File: config.mk
export PLATFORM = sky130hd
export DESIGN_NAME = pipelined_decoder
export DESIGN_NICKNAME = d
export VERILOG_FILES = /design/src/rtl/pipelined_decoder_pkg.sv /design/src/rtl/pipelined_decoder_onehot_decode.sv /design/src/rtl/pipelined_decoder.sv
export VERILOG_INCLUDE_DIRS = /design/src /design/src/rtl
export SDC_FILE = /design/constraint.sdc
export NUM_CORES = 1
export LEC_CHECK = 0
export ABC_AREA = 1
export BUFFER_PORTS_ARGS = -buffer_cell sky130_fd_sc_hd__buf_2
export CELL_PAD_IN_SITES_DETAIL_PLACEMENT = 1
export CELL_PAD_IN_SITES_GLOBAL_PLACEMENT = 2
export CORE_MARGIN = 1
export CORE_UTILIZATION = 26
export DETAILED_ROUTE_END_ITERATION = 8
export PLACE_DENSITY_LB_ADDON = 0.1
export REMOVE_ABC_BUFFERS = 1
export SLEW_MARGIN = 20
export SYNTH_ARGS = -nofsm -noshare
export SYNTH_HDL_FRONTEND = slang
export SYNTH_SLANG_ARGS = --single-unit
export TNS_END_PERCENT = 5
File: constraint.sdc
create_clock -name clk -period 2.09 [get_ports clk]
set_clock_uncertainty 0.05 [all_clocks]
set_input_delay 0.209 -clock clk [delete_from_list [all_inputs] [get_ports clk]]
set_output_delay 0.209 -clock clk [all_outputs]
set_load 0.02 [all_outputs]
File: src/rtl/decoder_defs.vh
// Mode encodings for pipelined_decoder, shared by the RTL and the bench.
`ifndef DECODER_DEFS_VH
`define DECODER_DEFS_VH

`define MODE_DIRECT 2'b00
`define MODE_SCAN   2'b01
`define MODE_THERM  2'b10
`define MODE_HOLD   2'b11

`endif

File: src/rtl/pipelined_decoder_pkg.sv
// Shared types for the pipelined decoder: the operating-mode enum built
// from the encodings in decoder_defs.vh.
`ifndef DECODER_DEFS_VH
`include "decoder_defs.vh"
`endif

package pipelined_decoder_pkg;

    typedef enum logic [1:0] {
        M_DIRECT = `MODE_DIRECT,
        M_SCAN   = `MODE_SCAN,
        M_THERM  = `MODE_THERM,
        M_HOLD   = `MODE_HOLD
    } mode_e;

endpackage

File: src/rtl/pipelined_decoder_onehot_decode.sv
// Combinational binary-to-one-hot decoder; one instance serves both the
// direct path (address A) and the scan path (counter).
module onehot_decode #(
    parameter int N = 2
) (
    input  logic [N-1:0]      a_i,
    output logic [2**N-1:0]   y_o
);

    // NOTE: every output of an always_comb gets a default first, so no path leaves it unassigned and no latch is inferred.
    always_comb begin
        y_o      = '0;
        y_o[a_i] = 1'b1;
    end

endmodule

File: src/rtl/pipelined_decoder.sv
// Registered one-hot / thermometer decoder with a free-running scan
// counter; every output changes one clock after its inputs are sampled.
module pipelined_decoder
    import pipelined_decoder_pkg::*;
#(
    parameter int N = 2,               // address width, legal range 1..6
    localparam int W = 2**N
) (
    input  logic           clk,
    input  logic           rst,
    input  logic           EN,
    input  logic [1:0]     MODE,
    input  logic [N-1:0]   A,
    input  logic           VALID_IN,
    output logic [W-1:0]   D,
    output logic           VALID_OUT,
    output logic [N-1:0]   CNT,
    output logic           WRAP
);

    mode_e          mode;
    logic [N-1:0]   dec_sel;
    logic [W-1:0]   onehot;
    logic [W-1:0]   therm;

    logic [W-1:0]   d_q,     d_d;
    logic           valid_q, valid_d;
    logic [N-1:0]   cnt_q,   cnt_d;
    logic           wrap_q,  wrap_d;

    assign mode = mode_e'(MODE);

    // Scan decodes the counter, every other mode decodes the address.
    assign dec_sel = (mode == M_SCAN) ? cnt_q : A;

    onehot_decode #(.N(N)) u_onehot (
        .a_i (dec_sel),
        .y_o (onehot)
    );

    always_comb begin
        for (int i = 0; i < W; i++) begin
            therm[i] = (N'(i) <= A);
        end
    end

    // Default: outputs hold, pulses drop; only an enabled active mode overrides.
    always_comb begin
        d_d     = d_q;
        valid_d = 1'b0;
        cnt_d   = cnt_q;
        wrap_d  = 1'b0;
        if (EN) begin
            unique case (mode)
                M_DIRECT: begin
                    if (VALID_IN) begin
                        d_d     = onehot;
                        valid_d = 1'b1;
                    end
                end
                M_THERM: begin
                    if (VALID_IN) begin
                        d_d     = therm;
                        valid_d = 1'b1;
                    end
                end
                M_SCAN: begin
                    d_d     = onehot;
                    valid_d = 1'b1;
                    cnt_d   = cnt_q + 1'b1;   // N-bit add wraps W-1 -> 0
                    wrap_d  = &cnt_q;
                end
                M_HOLD: begin
                end
                default: begin
                end
            endcase
        end
    end

    // NOTE: sequential state uses non-blocking assignments so every register samples pre-edge values.
    always_ff @(posedge clk or posedge rst) begin
        if (rst) begin
            d_q     <= '0;
            valid_q <= 1'b0;
            cnt_q   <= '0;
            wrap_q  <= 1'b0;
        end else begin
            d_q     <= d_d;
            valid_q <= valid_d;
            cnt_q   <= cnt_d;
            wrap_q  <= wrap_d;
        end
    end

    assign D         = d_q;
    assign VALID_OUT = valid_q;
    assign CNT       = cnt_q;
    assign WRAP      = wrap_q;

endmodule

==> summary.md, run 1 <==
| Metric | Value |
|---|---|
| Worst reg-to-reg setup slack | `slightly below 1 ns` |
| Comb pwr share | `0.375` |
| Initial DRT Pass Iterations | `2` |
| Vias per inst | `4.53` |
| RSZ-0062 raised after global routing | `no` |
| Met1 Usage GRT | `0.150` |
| Crit path buf inv count | `0` |
| Initial DRC count | `3` |
| Async SR Flop Fraction | `1.00` |
| Initial antenna violation count | `0` |
| Global Route met2 Usage | `0.212` |
| Power Density | `938 nW/µm²` |
| Final hold vios | `0` |
| Final core occ | `0.362` |
| Crit path launch type | `flip-flop` |
| Final wirelength | `a little over 900 µm` |
| Max stage delay on crit path | `0.41 ns` |
| Layout area overhead | `26.0%` |
| Worst-path clk slew | `approximately 0.050 ns` |
| Postcts setup bufs | `0` |
| Post-CTS sizing | `0` |
| Slew headroom | `0.800` |
| DP HPWL | `around 770 µm` |
| Arrival time worst endpoint | `1.18 ns` |
| Largest net degree at the start of global routing | `9` |
| Worst-Margin Slew | `about 0.30 ns` |
| Clock power frac | `0.210` |
| Final worst slack | `roughly 0.99 ns` |
| P_int | `roughly 330 µW` |
| Place WS | `about 0.99 ns` |
| CORE AREA | `roughly 1600 µm²` |
| Routed Antenna Nets | `0` |
| Nets | `slightly below 90` |
| Clock buffer depth | `2` |
| Via count | `about 420` |
| Synth Warn # | `0` |
| Leakage | `approximately 0.33 nW` |
| Starting Density | `0.287` |
| Syn Area/Cell | `between 7 and 8 µm²` |
| Outcome | `complete, no violations` |
| Synth Flop Type | `dfrtp_1` |
| CTS sink cnt | `8` |
| Avg WL per Cell | `between 10 and 15 µm` |
| CP max stage cell | `dfrtp_1` |
| CTS H-Tree Depth | `1` |
| Minimum clock period after layout | `1.10 ns` |
| Rows | `14` |
| Top-count cell post-synth | `nand2_1` |
| Tcrit/Tclk final | `0.527` |
| CP Class | `flip-flop to flip-flop` |
| Max Clk Rate | `between 900 and 1000 MHz` |
| Sw frac | `0.370` |
| Critical Path Fanout Max | `5` |
| Sequential share of the synthesized area | `0.447` |
| Part of the power in registers | `0.415` |
| Top cells by count, synth | `17 x nand2_1, 8 x dfrtp_1, 7 x inv_1, 7 x nand3_1, 6 x nor2_1` |
| CTS tree | `done` |
| Global-route wire length before repair | `around 1700 µm` |
| Port bufs | `15` |
| Synth Register Bits | `8` |
| Placer Congestion | `approximately 0.66` |
| EDFF count, synth | `0` |
| Share of layout cells above drive strength 1 | `0.316` |
| Residual DRC count | `0` |
| Grt ovf | `0` |
| CP required | `2.17 ns` |
| Area contributors post-synth | `dfrtp_1 45%, nand2_1 14%, nand3_1 7.8%` |
| GRT busiest layer | `met2` |
| Post-Synthesis Cells | `between 50 and 60` |
| Maxcap violations | `0` |
| Worst hold path class | `primary input to flip-flop` |
| Met3 Track Usage GR | `0.0750` |
| Post-synth cell types | `14` |
| Post-CTS Hold Buffers | `1` |
| Psw | `between 150 and 200 µW` |
| Skew-Pair Late Insertion Delay | `0.25 ns` |
| TritonCTS Buffers | `3` |
| Endpoint class of the critical path | `flip-flop` |
| Clock tree root buffer cell | `clkbuf_4` |
| Post-Syn Area | `between 400 and 500 µm²` |
| Setup Viol. Count Final | `0` |
| Die height | `roughly 44 µm` |
| Multi-input logic area | `just over 200 µm²` |
| Crit-path cells | `ha_1 -> mux2_2` |
| Die area | `between 1500 and 2000 µm²` |
| Post-route setup TNS | `0 ns` |
| Largest area contributor in the netlist | `dfrtp_1` |
| Tot GR Track Use | `0.129` |
| Peak VDD IR | `0.000414 V` |
| Fillers | `201` |
| Worst hold slack | `approximately 0.2 ns` |
| # IOs | `16` |
| Crit path max-delay family | `flip-flops` |
| Post-synth top area share | `0.447` |
| Max-slew violation count | `0` |
| Ant. Diodes | `0` |
| Die W | `between 40 and 50 µm` |
| Vias in the first global route | `417` |
| Register Area | `200 µm²` |
-- metal layers --
| layer | routed length [µm] | vias to the layer above |
|---|---|---|
| li1 | - | 215 |
| met3 | 65 | 0 |
| met2 | 445 | 13 |
| met1 | 424 | 189 |
| met4 | 0 | 0 |
| met5 | 0 | - |
-- worst reg2reg max path, delay by kind of cell, from the launching register on --
| family | cells | cell delay (ns) |
|---|---|---|
| muxes | 1 | 0.25 |
| DFF | 1 | 0.41 |
| adders and majority gates | 1 | 0.28 |
-- cell usage in the layout, fill, tap and decap left out --
| cell type | count |
|---|---|
| a21oi_1 | 3 |
| buf_2 | 15 |
| nand3_1 | 7 |
| mux2_2 | 1 |
| nand3b_1 | 1 |
| clkbuf_4 | 3 |
| nand2_2 | 1 |
| dfrtp_1 | 8 |
| nor2_1 | 6 |
| nand2_1 | 17 |
| inv_1 | 7 |
| nand3_2 | 2 |
| inv_2 | 2 |
| xor2_1 | 1 |
| ha_1 | 1 |
| dlygate4sd3_1 | 1 |
-- flip-flops by register name, indices dropped and copies added (netlist names) --
register   cells
D              4
VALID_OUT      1
WRAP           1
CNT            2
-- cell families (layout without fill, tap and decap cells) --
| kind of cell | count (synthesis) | after routing | synth area share |
|---|---|---|---|
| adders and majority gates | 1 | 1 | 0.0279 |
| buffers and inverters | 10 | 28 | 0.101 |
| AOI/OAI and AO/OA | 3 | 3 | 0.0335 |
| xor gates and xnor gates | 1 | 1 | 0.0196 |
| muxes | 1 | 1 | 0.0251 |
| DFF | 8 | 8 | 0.447 |
| and+or+nand+nor | 34 | 34 | 0.346 |
-- worst paths after layout --
check	start	endpoint	depth (start not counted)
worst max-delay path	CNT[1]$_DFFE_PP0P_	CNT[1]$_DFFE_PP0P_	2
min in group asynchronous	rst	WRAP$_DFF_PP0_	3
worst max register to register	CNT[1]$_DFFE_PP0P_	CNT[1]$_DFFE_PP0P_	2
max in group asynchronous	rst	D[1]$_DFFE_PP0P_	3
worst min register to register	D[3]$_DFFE_PP0P_	D[3]$_DFFE_PP0P_	2
worst min-delay path	EN	WRAP$_DFF_PP0_	3
-- layout make-up --
cell class,instances,area share
flip-flops and latches,8,0.355
well taps,16,0.0355
clock buffers,3,0.0399
inverters,9,0.0599
multi-input cells,40,0.359
repair buffers,16,0.151
-- power by group through the flow --
| stage | Sequential [mW] | Clock, mW | Combinational [mW] |
|---|---|---|---|
| 6_report | 0.220 | 0.111 | 0.198 |
| 4_1_cts | 0.220 | 0.119 | 0.203 |
| 5_1_grt | 0.224 | 0.130 | 0.225 |
| 3_5_place_dp | 0.222 | 0 | 0.199 |
| 2_1_floorplan | 0.268 | 0 | 0.0862 |
| 3_3_place_gp | 0.220 | 0 | 0.200 |
-- metrics by stage --
stage,area [µm²],power (mW),instances
3_3_place_gp,532,0.420,88
2_1_floorplan,437,0.354,57
3_5_place_dp,532,0.421,88
6_report,564,0.529,92
4_1_cts,564,0.541,92
5_1_grt,564,0.579,92
Note: power is estimated with default switching activity, not from simulation.
==> inputs of run 2 (changes only) <==
CORE_UTILIZATION = 22   (was 26)
clock period = 1 ns   (was 2.09 ns; I/O delays follow)
==> run 2 against run 1 <==
The run now ends with setup timing left. Count of clock-buffer cells in the layout stayed put. Core utilization is 1.2 points lower. Flip-flop and latch count stayed put. Combinational power grew to 3.3 times the previous value. Sequential share of layout area is 4.0 points lower.
==> summary.md, run 2 (synthesis gave the netlist of run 1 again) <==
| Metric | Value |
|---|---|
| Grt ovf | `0 (unchanged)` |
| Final worst slack | `-0.0957 ns (-1.08 ns)` |
| Starting Density | `0.246 (-0.0413)` |
| Critical Path Fanout Max | `2 (-3)` |
| Initial antenna violation count | `0 (unchanged)` |
| Arrival time worst endpoint | `1.18 ns (about the same)` |
| Commonest non-fill, non-tap cell in the layout | `nand2_1` |
| Port bufs | `15 (unchanged)` |
| WP depth | `2 (unchanged)` |
| Reg2Reg Launch Point | `CNT[1]$_DFFE_PP0P_` |
| Minimum clock period after layout | `1.10 ns (-0.00651 ns)` |
| Final wirelength | `1070 µm (+15%)` |
| Routed Antenna Nets | `0 (unchanged)` |
| Fillers | `244 (+21%)` |
| CP required | `1.08 ns (-1.09 ns)` |
| Clock buffer depth | `2 (unchanged)` |
| Rows | `15 (+1)` |
| Placer Congestion | `0.686 (+3.6%)` |
| Die height | `47.1 µm (+8.3%)` |
| Outcome | `finished with violations` |
| Final core occ | `0.350 (-0.0121)` |
| Critical Path Source | `CNT[1]$_DFFE_PP0P_` |
| CORE AREA | `1820 µm² (+17%)` |
| DP HPWL | `895 µm (+16%)` |
| CTS tree | `done` |
| Vias in the first global route | `450 (+7.9%)` |
| Largest net degree at the start of global routing | `9 (unchanged)` |
| Vias per inst | `4.11 (-9.4%)` |
| Peak VDD IR | `0.00121 V (+190%)` |
| Met1 Usage GRT | `0.131 (-0.0194)` |
| Pwr Total | `1.34 mW (+150%)` |
| Worst reg-to-reg setup slack | `-0.1 ns (-1.08 ns)` |
| Die W | `47.1 µm (+8.3%)` |
| Max-slew violation count | `0 (unchanged)` |
| Final instance area | `637 µm² (+13%)` |
| R2r endpoint | `CNT[1]$_DFFE_PP0P_` |
| Die area | `2220 µm² (+17%)` |
| Met3 Track Usage GR | `0.0615 (-0.0135)` |
| CP Capture Point | `CNT[1]$_DFFE_PP0P_` |
| Max Clk Rate | `913 MHz (+0.59%)` |
| Sw frac | `0.360 (-0.0105)` |
| Avg WL per Cell | `10.3 µm (+1.5%)` |
| Tcrit/Tclk final | `1.10 (+0.568)` |
| Slew headroom | `0.796 (-0.00427)` |
| Clock tree root buffer cell | `clkbuf_4` |
| # IOs | `16 (unchanged)` |
| CTS H-Tree Depth | `1 (unchanged)` |
| Place WS | `-0.0768 ns (-1.07 ns)` |
| Crit path launch type | `flip-flop` |
| GRT busiest layer | `met2` |
| Residual DRC count | `0 (unchanged)` |
| Global-route wire length before repair | `1820 µm (+4.8%)` |
| Tot GR Track Use | `0.125 (-0.00435)` |
| Max stage delay on crit path | `0.39 ns (-0.02 ns)` |
| Failing checks | `setup timing` |
| Worst-Margin Slew | `0.306 ns (+0.00640 ns)` |
| Setup Viol. Count Final | `6 (+6)` |
| Worst-path clk slew | `0.06 ns (about the same)` |
| Endpoint class of the critical path | `flip-flop` |
| RSZ-0062 raised after global routing | `yes` |
| DP Area | `566 µm² (+6.4%)` |
| Final hold vios | `0 (unchanged)` |
| Initial DRT Pass Iterations | `2 (unchanged)` |
| Maxcap violations | `0 (unchanged)` |
| Psw | `481 µW (+150%)` |
| Reg2reg path depth | `2 (unchanged)` |
| TritonCTS Buffers | `3 (unchanged)` |
| Crit-path cells | `ha_1 -> mux2_2` |
| Skew-Pair Late Insertion Delay | `0.25 ns (about the same)` |
| Clock power frac | `0.181 (-0.029)` |
| Nets | `90 (+3.4%)` |
| Crit path buf inv count | `0 (unchanged)` |
| Register Area | `200 µm² (unchanged)` |
| CP Class | `flip-flop to flip-flop` |
| Part of the power in registers | `0.335 (-0.080)` |
| Worst hold path class | `primary input to flip-flop` |
| Global Route met2 Usage | `0.214 (+0.00177)` |
| Via count | `427 (+2.4%)` |
| CTS sink cnt | `8 (unchanged)` |
| Most frequent cells in the layout | `15 x nand2_1, 13 x buf_2, 8 x dfrtp_1` |
| Max reg flops | `4 (unchanged)` |
| Power Density | `2100 nW/µm² (+120%)` |
| P_int | `856 µW (+160%)` |
| Crit path max-delay family | `flip-flops` |
| Multi-input logic area | `221 µm² (+9.3%)` |
| Leakage | `0.354 nW (+6.8%)` |
| Initial DRC count | `3 (unchanged)` |
| Postcts setup bufs | `0 (unchanged)` |
| Ant. Diodes | `0 (unchanged)` |
| Share of layout cells above drive strength 1 | `0.418 (+0.102)` |
| Layout area overhead | `42.2%` |
| Comb pwr share | `0.484 (+0.109)` |
| CP max stage cell | `dfrtp_1` |
## run 2: changes by cell type in the layout (fill, tap and decap cells not counted), sizes merged
cell,change
buf,+3
## run 2: worst min-delay path by stage
stage | from | end | cells past startpoint
2_1_floorplan | rst | CNT[0]$_DFFE_PP0P_ | 1
3_5_place_dp | rst | CNT[1]$_DFFE_PP0P_ | 2
5_1_grt | EN | WRAP$_DFF_PP0_ | 3
6_report | EN | WRAP$_DFF_PP0_ | 3
4_1_cts | EN | WRAP$_DFF_PP0_ | 3
3_3_place_gp | rst | WRAP$_DFF_PP0_ | 2
## run 2: final cells by class
cell class | instances | share of cell area
Multi-Input combinational cell | 40 | 0.348
Sequential cell | 8 | 0.314
Timing Repair Buffer | 19 | 0.200
Inverter | 9 | 0.0530
Tap cell | 25 | 0.0491
Clock buffer | 3 | 0.0354
## run 2: timing repair
action                                 CTS  global route
pin swaps                                3             5
hold buffers                             1             0
gates resized for setup                  8             4
endpoints found under the hold margin    8             0
setup endpoints to repair                7             8
## run 2: metal layers
metal,vias to the layer above,share of wire
li1,222,-
met1,192,0.45
met2,11,0.49
met3,2,0.053
met4,0,0.011
met5,-,0
## run 2: worst min-delay path: stages
cell and delay (ns):
buf_2 0.12, nand3_2 0.10, nor2_1 0.04
## run 2: power groups by stage
stage / clock network [mW] / registers, mW / logic, mW
2_1_floorplan: 0 / 0.560 / 0.180
3_3_place_gp: 0 / 0.440 / 0.536
3_5_place_dp: 0 / 0.448 / 0.542
4_1_cts: 0.259 / 0.442 / 0.624
5_1_grt: 0.274 / 0.457 / 0.722
6_report: 0.242 / 0.448 / 0.648
## run 2: per-stage QoR
stage,TNS [ns],std cells,hold WS [ns]
floorplan,-0.183,57,-0.134
global placement,-0.137,100,0.00736
detailed placement,-0.224,100,0.0160
CTS,-0.394,104,0.0926
global route,-0.663,104,0.0901
finish,-0.290,104,0.0943
